`config.mk`:
```
export PLATFORM = sky130hd
export DESIGN_NAME = gp_sat_count8
export DESIGN_NICKNAME = d
export VERILOG_FILES = /design/src/rtl/gp_pattern_pkg.sv /design/src/rtl/gp_sat_count8.sv
export SDC_FILE = /design/constraint.sdc
export NUM_CORES = 1
export LEC_CHECK = 0
export CELL_PAD_IN_SITES_DETAIL_PLACEMENT = 1
export CELL_PAD_IN_SITES_GLOBAL_PLACEMENT = 1
export CORE_MARGIN = 4
export CORE_UTILIZATION = 28
export CTS_CLUSTER_DIAMETER = 150
export DETAILED_ROUTE_END_ITERATION = 16
export PLACE_DENSITY_LB_ADDON = 0.1
export REMOVE_ABC_BUFFERS = 1
export SLEW_MARGIN = 10
export SYNTH_ARGS = -nofsm -noshare
export SYNTH_HDL_FRONTEND = slang
export SYNTH_SLANG_ARGS = --single-unit
```
`constraint.sdc`:
```
create_clock -name CLK -period 1.6 [get_ports CLK]
set_clock_uncertainty 0.15 [all_clocks]
set_input_delay 0.4 -clock CLK [delete_from_list [all_inputs] [get_ports CLK]]
set_output_delay 0.4 -clock CLK [all_outputs]
set_load 0.1 [all_outputs]
```
`src/rtl/gp_pattern_pkg.sv`:
```
// Shared types and constants for the serial pattern checker.
package gp_pattern_pkg;

    typedef enum logic [1:0] {
        SEARCH = 2'd0,
        VERIFY = 2'd1,
        LOCKED = 2'd2
    } state_t;

    localparam int         MAX_LEN = 16;
    localparam logic [7:0] ERR_MAX = 8'hFF;

endpackage

```
`src/rtl/gp_sat_count8.sv`:
```
// 8-bit saturating counter; a clear with a coincident increment lands on 1.
module gp_sat_count8
    import gp_pattern_pkg::*;
(
    input  logic       CLK,
    input  logic       RST,
    input  logic       clr,
    input  logic       inc,
    output logic [7:0] count
);

    logic [7:0] count_reg;

    always_ff @(posedge CLK) begin
        if (RST) begin
            count_reg <= '0;
        end else if (clr) begin
            count_reg <= {7'd0, inc};
        end else if (inc && (count_reg != ERR_MAX)) begin
            count_reg <= count_reg + 8'd1;
        end
    end

    assign count = count_reg;

endmodule

```
# ---- Word-level counts from Yosys, hierarchy flattened
# Cells that the tools add are included.
dict set report word_totals {
  register_bits 8
  input_bits 4
  out_inout_bits 8
}
dict set report op_classes {
  add_sub_neg 1
  n_eq_ne 1
  muxes 2
  reduce_logical 3
}
# op n
set op_table {}
lappend op_table {{8-bit by 1-bit adder with 8-bit output (second input constant)} 1}
lappend op_table {{8-bit inequality test (second input constant)} 1}
lappend op_table {{1-bit 2-to-1 mux} 2}
lappend op_table {{2-bit nonzero test} 1}
lappend op_table {{2-bit OR reduction} 1}
lappend op_table {{1-bit logical AND} 1}

# ---- Depth between registers and ports, before layout
dict set report depth {
  depth_word 4
  depth_mapped 5
  mapped_depth_nobuf 5
}

# ---- Worst setup path before layout
# OpenSTA, ideal clock, no wires.
dict set report synth_timing {
  path_kind {reg2reg}
  start {register count_reg[0], in the netlist count[0]}
  end {register count_reg[7], in the netlist count[7]}
  setup_time_ns 0.121
  t_arrival_ns 2.035
  required_time_ns 1.329
  slack_ns -0.706
  path_stages_with_launch 6
  n_path_buf 0
  period_less_slack_ns 2.306
  cell_sequence {dfxtp_1 ha_1 and2_1 a211oi_2 nand4_1 mux2_2}
}
dict set report synth_between {
  elab_chain_len 2
  elab_cells_between_ends 3
}
# item line
set synth_lines {}
lappend synth_lines {{start, declared} gp_sat_count8.sv:12} ;# logic [7:0] count_reg;
lappend synth_lines {{start signal, assigned} gp_sat_count8.sv:18} ;# count_reg <= {7'd0, inc};
lappend synth_lines {{start signal, assigned} gp_sat_count8.sv:20} ;# count_reg <= count_reg + 8'd1;
lappend synth_lines {{parallel branches: the longest is 2 deep, another holds 8-bit by 1-bit adder with 8-bit output} -}
# Several ways; the timed one is not identified.
# A chain may end at the register's enable or synchronous reset.

# ---- Worst setup path in the final report
# Same ends and word-level chain as after synthesis.

==> flow_summary_export.csv <==
group,metric,value,unit
final_layout,diodes,0,
synth,synth-xor-area-share,4.27,%
synth,synth_seq_cells,8,
clock_tree,clkLatencyLatePin,250,ps
clock_tree,clockBufferDepth,2,
global_route,grt_pass1_vias,467,
setup_path,end_kind,"register",
global_route,track_usage,14.8,%
floorplanning,die_width,46.3,um
drt,route.top_layer_used,"met4",
drt,drtPass1Iterations,2,
synth,synthSimpleGateAreaFrac,25.9,%
synth,synth_top_family_by_area,"simple AND/OR/NAND/NOR gates",
place,dpl.cell_count,83,
floorplanning,core,1330,um2
power,leakagePower,0.295,nW
power,vdd_ir_drop_max,325,uV
synth,synth_area,410,um2
setup_path,crit_start,"count[0]",
drt,drtIter0Drc,2,
final_layout,area_growth,87.2,%
setup_path,cpMaxStageDelayCell,"dfxtp_1",
synth,synth.area.top_cells,"dfxtp_1 39%, nand4_1 4.6%, nor2_1 4.6%",
clock_tree,cts.clk_slew.worst_paths,50,ps
synth,synth_top_area_cell,"dfxtp_1",
drt,ant_nets,0,
setup_path,cp.arrival,1550,ps
floorplanning,start_util,30.8,%
floorplanning,rows,13,
drt,dr_wl_met3,74,um
setup_path,reg2reg_to,"count[7]",
drt,post_drt_via_cell_ratio,5.16,
setup_path,start_kind,"register",
global_route,antenna_found_initial,0,
sta,hold_violations,0,
setup_path,r2r_setup_slack,40,ps
drt,routed-wl-met2,594,um
sta,worst_slew_pin_slew,306,ps
synth,syn_area_per_cell,8.92,um2
synth,yosysUniqueCellTypes,23,
sta,min_period_over_period,97.3,%
synth,synth_adder_area_share,3.05,%
place,post-dp-hpwl,981,um
drt,vias,449,
synth,synthArstFlopShare,0,%
clock_tree,root_buffer,"clkbuf_4",
clock_tree,cts_made_buffers,3,
final_layout,instances_no_fill,87,
setup_path,endpoint,"count[7]",
place,place.gp.congestion,0.769,
floorplanning,ios,12,
synth,synth_compound_area_share,18.6,%
floorplanning,die_y,46.3,um
final_layout,post-route-util,57.6,%
setup_path,critPathTopFamily,"flip-flops",
setup_path,cp_num_cells,5,
run,cap_violations,0,
power,p_int,0.321,mW
floorplanning,dieArea,2140,um2
outcome,status,"complete, no violations",
power,power_frac_seq,47.3,%
synth,syn-instance-count,46,
power,switchingPower,0.110,mW
synth,yosysWarnings,0,
final_layout,fillers,146,
setup_path,reg2regPathDepth,5,
drt,routed_wl,1.27,mm
global_route,grt.overflow.total,0,
setup_path,path_buf_inv,0,
final_layout,nets,79,
clock_tree,htreeDepth,1,
place,io_buffers,11,
drt,wl_met1,568,um
sta,slew_violations,0,
setup_path,critPathMaxStageDelay,310,ps
setup_path,required,1590,ps
synth,synth.area.mux_share,5.18,%
synth,synth-main-ff-cell,"dfxtp_1",
sta,maxSlewHeadroom,79.6,%
final_layout,largest_reg_flops,8,
synth,synth_edf_count,0,
global_route,grt_pass1_wl,2.11,mm
clock_tree,clkSinkCount,8,
global_route,grt_max_degree,9,
power,power.share.clock,35.5,%
synth,yosysSeqAreaShare,39.0,%
sta,setup_viol,0,
setup_path,cp_max_fo,2,
power,swShare,25.5,%
power,powerDensity,561,nW/um2
sta,fmax,642,MHz
drt,drc,0,
power,combPwrFrac,17.2,%
worst_hold_path,hp-class,"register to register",
clock_tree,cts_tree,"built",
sta,rsz0062_at_grt,"true",
sta,layout_min_cycle_time,1560,ps
setup_path,crit_chain,"ha_2, and2_4, a211oi_4, nand4_1, mux2_2",
drt,wl_per_cell,14.6,um
setup_path,crit_type,"register to register",
synth,synth_top_area_share,39.0,%
final_layout,drive_gt1_share,52.8,%
setup_path,r2r-start,"count[0]",
-- power by group through the flow --
stage	Combinational (mW)	Clock (mW)	Sequential (mW)
after floorplan	0.0125	0	0.231
after global placement	0.0709	0	0.208
after detailed placement	0.0734	0	0.208
after CTS	0.0744	0.155	0.204
after global routing	0.0784	0.170	0.204
final	0.0740	0.153	0.204
-- worst reg2reg max path, cell delays in order (launching register included) --
cell and delay (ps):
dfxtp_1 310, ha_2 190, and2_4 170, a211oi_4 210
nand4_1 130, mux2_2 280
-- stage by stage --
step                      setup WS (ps)  hold WS (ps)  cell area [um2]  total power, mW  setup TNS, ps
after floorplan                    -706           319              405            0.243          -4180
after global placement             -366           426              704            0.279          -1630
after detailed placement           -406           450              704            0.282          -1990
after CTS                          9.45           460              746            0.433              0
after global routing              -39.1           491              768            0.453          -57.7
final                              43.1           417              768            0.431              0
-- cell usage after synthesis (2+ instances only) --
cell      instances
dfxtp_1           8
nor2_1            5
a21oi_1           3
inv_1             3
nand4_1           3
nor3_1            3
a211oi_1          2
nand3_1           2
or2_2             2
xnor2_1           2
-- how the worst min path moves through the flow --
stage	to	slack [ps]	start	cells past startpoint
after global placement	count[2]	430	count[2]	2
after CTS	count[7]	460	count[5]	2
after global routing	count[2]	490	count[2]	2
after floorplan	count[0]	320	RST	1
final	count[2]	420	count[2]	2
after detailed placement	count[7]	450	count[5]	2
-- timing repair --
action,in CTS,in global routing
endpoints found under the setup margin,5,5
resized for setup,8,5
hold buffers,0,0
setup buffers,0,1
pin swaps,6,3
-- area by class of cell --
class	instances	area (um2)	area share (%)
multi-input combinational	34	263	34.2
inverter	3	11.3	1.47
clock buffer	3	22.5	2.93
timing repair buffer	24	290	37.8
tap	15	18.8	2.44
sequential	8	163	21.2
-- cells in the final DEF, fill, tap and decap left out --
| cell type | n |
|---|---|
| mux2i_1 | 1 |
| nand4_2 | 1 |
| dlygate4sd2_1 | 1 |
| clkdlybuf4s50_1 | 2 |
| clkbuf_4 | 3 |
| nand2_1 | 1 |
| o22ai_1 | 1 |
| and4_4 | 1 |
| ha_2 | 1 |
| nor3_1 | 1 |
| and2_4 | 1 |
| buf_6 | 1 |
| a22oi_1 | 1 |
| buf_4 | 12 |
| nor2_1 | 5 |
| dfxtp_1 | 6 |
| or2_2 | 2 |
| a21oi_1 | 3 |
| a2111oi_2 | 1 |
| a211oi_4 | 1 |
| nand3_1 | 2 |
| a211oi_1 | 2 |
| buf_12 | 8 |
| dfxtp_2 | 2 |
| nor3_2 | 2 |
| o21ai_2 | 1 |
| inv_1 | 3 |
| mux2_2 | 1 |
| nand4_1 | 3 |
| xnor2_1 | 2 |
-- per-layer routing --
| metal | vias to the layer above | track usage [%] |
|---|---|---|
| met5 | - | 0 |
| li1 | 224 | - |
| met1 | 206 | 16.4 |
| met4 | 0 | 10.2 |
| met2 | 15 | 23.1 |
| met3 | 4 | 5.47 |
-- kinds of logic (layout without fill, tap and decap cells) --
| group | Yosys count | in the layout |
|---|---|---|
| AND/OR/NAND/NOR | 19 | 19 |
| AO/OA/AOI/OAI | 10 | 10 |
| flip-flops | 8 | 8 |
| buffers and inverters | 4 | 30 |
| XOR/XNOR | 2 | 2 |
| multiplexers | 2 | 2 |
| adder cells (fa/ha/maj) | 1 | 1 |
Note: power is estimated with default switching activity, not from simulation.
